--- src/rtl/mem_write_buffer_pkg.sv ---
// Shared definitions for the posted write buffer: FSM states and default geometry.
package mem_write_buffer_pkg;

  localparam int unsigned MEM_ADDR_WIDTH = 32;
  localparam int unsigned MEM_DATA_WIDTH = 64;
  localparam int unsigned WBUF_DEPTH     = 4;

  typedef enum logic [1:0] {
    WB_IDLE,
    WB_RD_MEM,
    WB_WR_MEM,
    WB_RESP
  } wb_state_e;

endpackage

--- src/rtl/mem_write_buffer_store.sv ---
// Line-entry storage for the write buffer: circular FIFO with in-place coalescing and
// a parallel address match. The hit_data_o port exists only when WBUF_FWD_EN is defined.
module mem_write_buffer_store
  import mem_write_buffer_pkg::*;
#(
  parameter int unsigned DEPTH  = WBUF_DEPTH,
  parameter int unsigned ADDR_W = MEM_ADDR_WIDTH,
  parameter int unsigned DATA_W = MEM_DATA_WIDTH
) (
  input  logic              clk,
  input  logic              rst_n,
  input  logic              push_i,
  input  logic              pop_i,
  input  logic              coalesce_i,
  input  logic [ADDR_W-1:0] addr_i,
  input  logic [DATA_W-1:0] wdata_i,
  output logic              hit_o,
`ifdef WBUF_FWD_EN
  output logic [DATA_W-1:0] hit_data_o,
`endif
  output logic [ADDR_W-1:0] head_addr_o,
  output logic [DATA_W-1:0] head_data_o,
  output logic              full_o,
  output logic              empty_o
);

  localparam int unsigned PTR_W = $clog2(DEPTH);
  localparam logic [PTR_W:0] FULL_CNT = (PTR_W+1)'(DEPTH);

  logic [ADDR_W-1:0] addr_q [DEPTH];
  logic [DATA_W-1:0] data_q [DEPTH];
  logic [PTR_W-1:0]  head_q, tail_q, hit_idx;
  logic [PTR_W:0]    count_q, count_d;
  logic              empty_q;

  // Walk entries oldest to youngest so the last match wins (youngest data).
  always_comb begin
    hit_o   = 1'b0;
    hit_idx = '0;
    for (int unsigned k = 0; k < DEPTH; k++) begin
      if ((k < 32'(count_q)) && (addr_q[head_q + PTR_W'(k)] == addr_i)) begin
        hit_o   = 1'b1;
        hit_idx = head_q + PTR_W'(k);
      end
    end
  end

  always_comb begin
    count_d = count_q;
    if (push_i && !pop_i)      count_d = count_q + (PTR_W+1)'(1);
    else if (pop_i && !push_i) count_d = count_q - (PTR_W+1)'(1);
  end

  always_ff @(posedge clk or negedge rst_n) begin
    if (!rst_n) begin
      head_q  <= '0;
      tail_q  <= '0;
      count_q <= '0;
      empty_q <= 1'b1;
    end else begin
      if (push_i) tail_q <= tail_q + PTR_W'(1);
      if (pop_i)  head_q <= head_q + PTR_W'(1);
      count_q <= count_d;
      empty_q <= (count_d == '0);
    end
  end

  always_ff @(posedge clk) begin
    if (push_i) begin
      addr_q[tail_q] <= addr_i;
      data_q[tail_q] <= wdata_i;
    end
    if (coalesce_i) data_q[hit_idx] <= wdata_i;
  end

`ifdef WBUF_FWD_EN
  assign hit_data_o  = data_q[hit_idx];
`endif
  assign head_addr_o = addr_q[head_q];
  assign head_data_o = data_q[head_q];
  assign full_o      = (count_q == FULL_CNT);
  assign empty_o     = empty_q;

endmodule

--- src/rtl/mem_write_buffer.sv ---
// Posted write buffer between cache_d and main memory; drains in FIFO order when idle.
// Define WBUF_FWD_EN to serve reads of buffered lines directly from the buffer.
module mem_write_buffer
  import mem_write_buffer_pkg::*;
#(
  parameter int unsigned DEPTH  = WBUF_DEPTH,
  parameter int unsigned ADDR_W = MEM_ADDR_WIDTH,
  parameter int unsigned DATA_W = MEM_DATA_WIDTH
) (
  input  logic              clk,
  input  logic              proc_reset_n,
  input  logic [ADDR_W-1:0] up_addr,
  input  logic              up_read,
  output logic [DATA_W-1:0] up_rdata,
  input  logic              up_write,
  input  logic [DATA_W-1:0] up_wdata,
  output logic              up_ready,
  output logic [ADDR_W-1:0] mem_addr,
  output logic              mem_read,
  input  logic [DATA_W-1:0] mem_rdata,
  output logic              mem_write,
  output logic [DATA_W-1:0] mem_wdata,
  input  logic              mem_ready,
  output logic              wbuf_empty
);

  wb_state_e         state_q, state_d;
  logic              up_ready_q, up_ready_d;
  logic [DATA_W-1:0] up_rdata_q, up_rdata_d;
  logic              mem_read_q, mem_read_d;
  logic              mem_write_q, mem_write_d;
  logic [ADDR_W-1:0] mem_addr_q, mem_addr_d;
  logic [DATA_W-1:0] mem_wdata_q, mem_wdata_d;

  logic              push, pop, coalesce, drain;
  logic              hit, full, empty;
  logic [ADDR_W-1:0] head_addr;
  logic [DATA_W-1:0] head_data;
`ifdef WBUF_FWD_EN
  logic [DATA_W-1:0] hit_data;
`endif

  mem_write_buffer_store #(
    .DEPTH  (DEPTH),
    .ADDR_W (ADDR_W),
    .DATA_W (DATA_W)
  ) u_store (
    .clk         (clk),
    .rst_n       (proc_reset_n),
    .push_i      (push),
    .pop_i       (pop),
    .coalesce_i  (coalesce),
    .addr_i      (up_addr),
    .wdata_i     (up_wdata),
    .hit_o       (hit),
`ifdef WBUF_FWD_EN
    .hit_data_o  (hit_data),
`endif
    .head_addr_o (head_addr),
    .head_data_o (head_data),
    .full_o      (full),
    .empty_o     (empty)
  );

  always_comb begin
    state_d     = state_q;
    up_ready_d  = 1'b0;
    up_rdata_d  = up_rdata_q;
    mem_read_d  = mem_read_q;
    mem_write_d = mem_write_q;
    mem_addr_d  = mem_addr_q;
    mem_wdata_d = mem_wdata_q;
    push        = 1'b0;
    pop         = 1'b0;
    coalesce    = 1'b0;
    drain       = 1'b0;
    unique case (state_q)
      WB_IDLE: begin
        if (up_read) begin
`ifdef WBUF_FWD_EN
          if (hit) begin
            up_rdata_d = hit_data;
            up_ready_d = 1'b1;
            state_d    = WB_RESP;
          end else begin
            mem_read_d = 1'b1;
            mem_addr_d = up_addr;
            state_d    = WB_RD_MEM;
          end
`else
          // A read of a buffered line must not overtake its pending writeback.
          if (hit) begin
            drain = 1'b1;
          end else begin
            mem_read_d = 1'b1;
            mem_addr_d = up_addr;
            state_d    = WB_RD_MEM;
          end
`endif
        end else if (up_write) begin
          if (hit) begin
            coalesce   = 1'b1;
            up_ready_d = 1'b1;
            state_d    = WB_RESP;
          end else if (!full) begin
            push       = 1'b1;
            up_ready_d = 1'b1;
            state_d    = WB_RESP;
          end else begin
            drain = 1'b1;
          end
        end else if (!empty) begin
          drain = 1'b1;
        end
        if (drain) begin
          mem_write_d = 1'b1;
          mem_addr_d  = head_addr;
          mem_wdata_d = head_data;
          state_d     = WB_WR_MEM;
        end
      end
      WB_RD_MEM: begin
        if (mem_ready) begin
          up_rdata_d = mem_rdata;
          mem_read_d = 1'b0;
          up_ready_d = 1'b1;
          state_d    = WB_RESP;
        end
      end
      WB_WR_MEM: begin
        if (mem_ready) begin
          pop         = 1'b1;
          mem_write_d = 1'b0;
          state_d     = WB_IDLE;
        end
      end
      WB_RESP: state_d = WB_IDLE;
      default: state_d = WB_IDLE;
    endcase
  end

  always_ff @(posedge clk or negedge proc_reset_n) begin
    if (!proc_reset_n) begin
      state_q     <= WB_IDLE;
      up_ready_q  <= 1'b0;
      up_rdata_q  <= '0;
      mem_read_q  <= 1'b0;
      mem_write_q <= 1'b0;
      mem_addr_q  <= '0;
      mem_wdata_q <= '0;
    end else begin
      state_q     <= state_d;
      up_ready_q  <= up_ready_d;
      up_rdata_q  <= up_rdata_d;
      mem_read_q  <= mem_read_d;
      mem_write_q <= mem_write_d;
      mem_addr_q  <= mem_addr_d;
      mem_wdata_q <= mem_wdata_d;
    end
  end

  assign up_ready   = up_ready_q;
  assign up_rdata   = up_rdata_q;
  assign mem_read   = mem_read_q;
  assign mem_write  = mem_write_q;
  assign mem_addr   = mem_addr_q;
  assign mem_wdata  = mem_wdata_q;
  assign wbuf_empty = empty;

endmodule
--- config.mk ---
export PLATFORM = sky130hd
export DESIGN_NAME = mem_write_buffer
export DESIGN_NICKNAME = d
export VERILOG_FILES = /design/src/rtl/mem_write_buffer_pkg.sv /design/src/rtl/mem_write_buffer_store.sv /design/src/rtl/mem_write_buffer.sv
export SDC_FILE = /design/constraint.sdc
export NUM_CORES = 1
export LEC_CHECK = 0
export CAP_MARGIN = 20
export CORE_ASPECT_RATIO = 1.4
export CORE_MARGIN = 3
export CORE_UTILIZATION = 60
export DETAILED_ROUTE_END_ITERATION = 10
export GPL_TIMING_DRIVEN = 0
export MAX_ROUTING_LAYER = met4
export PLACE_DENSITY = 0.92
export REMOVE_ABC_BUFFERS = 1
export SYNTH_ARGS = -nofsm -noshare
export SYNTH_HDL_FRONTEND = slang
export SYNTH_HIERARCHICAL = 1
export SYNTH_SLANG_ARGS = --single-unit
--- constraint.sdc ---
create_clock -name clk -period 18 [get_ports clk]
set_input_delay 1.8 -clock clk [delete_from_list [all_inputs] [get_ports clk]]
set_output_delay 1.8 -clock clk [all_outputs]
set_load 0.02 [all_outputs]
* After elaboration in Yosys (flattened, before gate mapping) *
Memory sizes are Yosys's and may differ from the RTL's. A register that Yosys moved wholly into a read port is not among the register bits.
Index checks and enable logic that the tools add are counted.

operators by class
  $add $sub $neg = 6
  order comparisons = 4
  equal/unequal tests = 17
  multiplexer cells = 56
  reduce and logical (&&, ||, !) cells = 21

operator list
  cell                                                        number
  == test 32 bit                                              4
  2-to-1 mux 32 bit                                           3
  2-to-1 mux 64 bit                                           1
  OR reduction 64 bit                                         1
  2-to-1 mux 1 bit                                            33
  2-to-1 mux 2 bit                                            13
  inequality test 2 bit (second input constant)               5
  inequality test 4 bit (second input constant)               2
  case mux 2 bit (4 select lines)                             1
  logical AND 1 bit                                           6
  less-than comparator 1 x 3 -> 1 bit (first input constant)  2
  less-than comparator 2 x 3 -> 1 bit (first input constant)  2
  2-to-1 mux 3 bit                                            2
  case mux 1 bit (2 select lines)                             3
  AND reduction 3 bit                                         2
  nonzero test 2 bit                                          3
  inequality test 5 bit (second input constant)               1
  AND reduction 5 bit                                         1
  adder 2 x 1 -> 2 bit (second input constant)                2
  adder 2 bit (second input constant)                         2
  == test 2 bit (second input constant)                       2
  AND reduction 2 bit                                         2
  AND reduction 4 bit                                         1
  adder 3 x 1 -> 3 bit (second input constant)                1
  other kinds (7)                                             9

storage, ports and cells
  bits in registers = 109
  RAM bits = 384
  input port bits = 165
  logic and storage cells = 116
  memories = 2

memories
  name            words  width  read ports  clocked after memory_dff  write ports  line                          RTL
  u_store.data_q  4      64     1           1                         1            mem_write_buffer_store.sv:31  logic [DATA_W-1:0] data_q [DEPTH];
  u_store.addr_q  4      32     4           0                         1            mem_write_buffer_store.sv:30  logic [ADDR_W-1:0] addr_q [DEPTH];

* Logic depth before layout (Yosys ltp) *
An unclocked memory read counts as a cell.

  depth after elaboration = 16
  mapped depth = 20

* By module *
The synthesis kept the hierarchy.

by module, submodules not included
  module                  times used  cells each  area each (um^2)  sequential area each (um^2)
  mem_write_buffer_store  1           1,158       19,593.8          11,732.5
  mem_write_buffer        1           474         6,696.4           4,129.0

* Worst setup path after synthesis *
No wires, ideal clock.

  path type = in2reg
  from = in up_addr[11]
  to = mem u_store/data_q[0][0] (netlist name), enable pin
  library setup time = 487 ps
  data arrival time = 7,530 ps
  data required time = 17,513 ps
  slack = 9,983 ps
  cell stages on the path = 13
  cell sequence = clkbuf_1 -> inv_1 -> or2_2 -> and3_1 -> o2111ai_1 -> or4_1 -> o2111ai_1 -> nor3_1 -> buf_4 -> and2_1 -> nand3b_1 -> o22ai_1 -> nor2_1

between the ends
  elaborated cells between the ends (all ways) = 31
  those cells by class = eq/ne: 4; mux: 22; reduce/logical: 5

RTL lines
  item                                        line                          RTL
  from (decl)                                 mem_write_buffer.sv:12        input logic [ADDR_W-1:0] up_addr,
  == test 32 bit                              mem_write_buffer_store.sv:41  if ((k < 32'(count_q)) && (addr_q[head_q + PTR_W'(k)] == addr_i)) begin
  logical AND 1 bit                           mem_write_buffer_store.sv:41
  2-to-1 mux 1 bit (3 in a row)               mem_write_buffer_store.sv:41
  2-to-1 mux 1 bit (*)                        mem_write_buffer_store.sv:41
  via hit                                     mem_write_buffer.sv:36        logic hit, full, empty;
  2-to-1 mux 1 bit (*)                        mem_write_buffer.sv:101       if (hit) begin
  2-to-1 mux 1 bit (*)                        mem_write_buffer.sv:100       end else if (up_write) begin
  2-to-1 mux 1 bit (*)                        mem_write_buffer.sv:79        if (up_read) begin
  2-to-1 mux 1 bit (*)                        mem_write_buffer.sv:77        unique case (state_q)
  via push                                    mem_write_buffer.sv:35        logic push, pop, coalesce, drain;
  2-to-1 mux 1 bit (*)                        mem_write_buffer_store.sv:69  if (push_i) begin
  2-to-1 mux 1 bit (not written as such) (*)  mem_write_buffer_store.sv:71  data_q[tail_q] <= wdata_i;
  2-to-1 mux 1 bit (no source line) (*)       n/a
  to (decl)                                   mem_write_buffer_store.sv:31

The timed path passes the listed nets; every way through them passes the cells marked *.

* Worst setup path in the final report *
  from = in up_addr[3]
  to = mem u_store/data_q[1][20] (netlist name), enable pin

Same word-level chain as after synthesis.

==> metrics.md <==
| Metric | Value |
|---|---|
| Crit end category | `flip-flop` |
| CTS tree | `built` |
| Routed Antenna Nets | `0` |
| Top_reg_cell synth | `edfxtp_1` |
| Drt total wl | `78.5 mm` |
| CTS Buffer Depth | `3` |
| Site Rows | `90` |
| Most common cell after layout, fill and taps aside | `edfxtp_1` |
| Most frequent cells in the layout | `edfxtp_1 (384), clkdlybuf4s50_1 (327), dfrtp_1 (170)` |
| Initial antenna violation count | `1` |
| Peak Freq | `0.136 GHz` |
| Synth cell types | `93` |
| Final clock skew | `30.8 ps` |
| Slew Viols, Final | `0` |
| Largest net degree at the start of global routing | `114` |
| Layout fillers | `2,552` |
| TritonCTS Buffers | `51` |
| Post-detail-place hpwl | `54.1 mm` |
| Width of the chip | `183 µm` |
| Initial Util | `60.8%` |
| H-tree Lvls | `2` |
| CTS Hold Buffers Added | `0` |
| Die height | `254 µm` |
| Reg2Reg Launch Point | `u_store/head_q[0]` |
| Root Buffer | `clkbuf_16` |
| Status | `completed` |
| Leakage power | `0.0114 µW` |
| Post-synth EDFFs | `384` |
| Max cap viols | `0` |
| Synth Cell Area | `0.0263 mm²` |
| Placed insts | `2,430` |
| # port buffers | `328` |
| Share of cells above drive strength 1 | `19.4%` |
| Die ar. | `0.0464 mm²` |
| Critical Path Start Type | `primary input` |
| GR Overflow Total | `0` |
| Core Region | `0.0432 mm²` |
| Final Cycle Share | `40.8%` |
| Hold Path Depth | `1` |
| Placer congestion estimate | `1.01` |
| Worst r2r dst | `u_store/data_q[1][20]` |
| Seq/Total Area, Yosys | `60.3%` |
| Area delta synth->final | `22.1%` |
| Worst skew pair latency | `590 ps` |
| Vias | `16,800` |
| First-pass detailed-route iteration total | `6` |
| Crit path time final | `7350 ps` |
| WHS Endpoint | `mem_wdata[39]` |
| Crit-path cells | `clkdlybuf4s50_1 -> inv_1 -> xnor2_1 -> nand4_1 -> o21ai_0 -> o21ai_0 -> nand4b_1 -> o2111ai_1 -> nor3_2 -> and2_2 -> buf_16 -> a21oi_1 -> nand2_1 -> o22ai_1 -> nor2_4 -> buf_12 -> buf_12` |
| Final hold violation count | `0` |
| First DRT Iteration DRCs | `1,532` |
| Reg clk slew, reported paths | `60 ps` |
| Power, Total | `5240 µW` |
| Post-synthesis area per instance | `16.1 µm²` |
| CP Data Arrival Time | `7630 ps` |
| Relative slew slack | `29.8%` |
| Layout Nets | `2,104` |
| CP max stage cell | `clkdlybuf4s50_1` |
| Synth warn | `6` |
| Worst Min Path Start | `mem_wdata[39]` |
| Routed len/inst | `31.0 µm` |
| GRT Overall Usage | `34.9%` |
| Mapped Cells | `1,632` |
| DRC | `0` |
| Crit path kind | `primary input to flip-flop` |
| Setup Buffers After CTS | `0` |
| DR vias/cell | `6.63` |
| First-pass GRT wire length | `116 mm` |
| CP Max Fanout | `23` |
| #FFs+latches synth | `557` |
| Top-level I/O count | `329` |
| Hold WC Path Type | `flip-flop to flip-flop` |
| Critical Path RT | `18,280 ps` |
| RSZ-0062 raised after global routing | `no` |
| CTS sink cnt | `557` |
| Worst path max stage delay | `1090 ps` |
| Post-Layout Cell Count | `2,530` |
| Worst Reg-to-Reg Cells | `18` |
| Reg2reg setup slack | `10,810 ps` |
| Worst slew pin tran | `1030 ps` |
| Power Density | `163 mW/mm²` |
| Cts repair resizes | `0` |
| Final Setup Violations | `0` |
| Async SR Flop Fraction | `31.1%` |
| Worst IR Drop VDD | `0.115 mV` |
| Vias in the first global route | `17,600` |
-- synth_stat cells (5+ instances only) --
master     instances  area share (%)
nand3_1           20            0.38
nand4_1           28            0.67
a221oi_2          12            0.69
and2_1             8            0.19
nor2_1            62            0.89
and3_1             5            0.12
nor3_1            40            0.76
buf_1             11            0.16
buf_4             14            0.40
clkbuf_1          43            0.61
a2bb2oi_1         11            0.37
or3_1              5            0.12
mux2_1            52             2.2
nor4_1             7            0.17
o2bb2ai_1          6            0.20
nand2_1           27            0.39
a211oi_1           8            0.23
o21ai_0           22            0.42
nor2b_1            6            0.14
dfrtp_1          172              16
buf_2             21            0.40
mux4_2           129              11
a222oi_1           6            0.23
mux4_1             9            0.90
o2111ai_1         11            0.37
a22oi_1            8            0.23
edfxtp_1         384              44
buf_8              6            0.34
xor2_1             8            0.27
nand2b_1          10            0.24
nand4b_1           5            0.17
a21oi_1           19            0.36
mux2_2            98             4.2
inv_1             53            0.76
a221oi_1          23            0.77
xnor2_1           81             2.7
o22ai_1            9            0.21
ha_1               8            0.38
mux2i_1           87             3.3
buf_6             14            0.60
o22a_1             5            0.17
-- metrics by stage --
stage          area [µm²]  worst slack, ps  setup TNS (ps)  hold WS [ps]  util (%)
3_5_place_dp        30400             9750               0           480      70.2
6_report            32100            10650               0           487      74.2
2_1_floorplan       25600             3160               0           487         -
5_1_grt             32100            10450               0           518      74.2
4_1_cts             32100            10280               0           494      74.2
3_3_place_gp        29600            -4660        -1180180           473      68.4
-- how the worst max path moves through the flow --
| stage | from | to | slack [ps] | cells past startpoint |
|---|---|---|---|---|
| after floorplan | u_store/head_q[0] | u_store/data_q[0][0] | 3160 | 12 |
| after global placement | u_store/head_q[0] | u_store/data_q[0][57] | -4660 | 12 |
| after detailed placement | up_addr[3] | u_store/data_q[1][28] | 9750 | 17 |
| after CTS | up_addr[3] | u_store/data_q[1][30] | 10280 | 17 |
| after global routing | up_addr[3] | u_store/data_q[1][30] | 10450 | 17 |
| final | up_addr[3] | u_store/data_q[1][20] | 10650 | 17 |
-- per-layer routing --
layer / up-vias / track usage (%) / wire length, µm
met5: - / - / 0
met4: 0 / 14.3 / 3840
met3: 186 / 7.09 / 5990
met2: 871 / 60.2 / 41800
met1: 8646 / 40.0 / 26800
li1: 7079 / - / -
-- registers in the layout, summed over array words and instances (netlist names), 2 cells and up --
| register | flops |
|---|---|
| up_rdata | 64 |
| u_store/tail_q | 2 |
| state_q | 2 |
| u_store/head_q | 2 |
| mem_addr | 32 |
| mem_wdata | 64 |
| u_store/data_q | 256 |
| u_store/count_q | 3 |
| u_store/addr_q | 128 |
-- cell families (layout without fill, tap and decap cells) --
group           after synthesis  in the layout  share of synthesized area [%]
flops                       557            557                           60.3
mux                         378            378                           21.9
simple gates                249            249                           5.13
compound gates              183            183                           5.72
buf+inv                     166            508                           3.46
xor+xnor                     90             90                           3.03
fa+ha+maj                     9              9                          0.419
other cells                   0              4                              0
-- where the power goes --
group	internal [µW]	switching (µW)
registers	1610	191
clock network	626	472
logic	1100	1240
total	3340	1900
-- worst max-delay path: cells and delay by family --
family | cells | cell delay, ps
AOI/OAI and AO/OA | 5 | 960
buffers and inverters | 5 | 2050
and+or+nand+nor | 6 | 2550
xor gates and xnor gates | 1 | 190
-- cell type report --
cell class | instances | area (µm²) | share of cell area, %
sequential | 557 | 15900 | 49.5
multi-input combinational | 909 | 9590 | 29.9
timing repair buffer | 358 | 4030 | 12.6
clock buffer | 70 | 1420 | 4.42
tap | 552 | 691 | 2.15
clock inverter | 26 | 282 | 0.877
inverter | 54 | 204 | 0.636
antenna | 4 | 10.0 | 0.0312
Note: power is estimated with default switching activity, not from simulation.
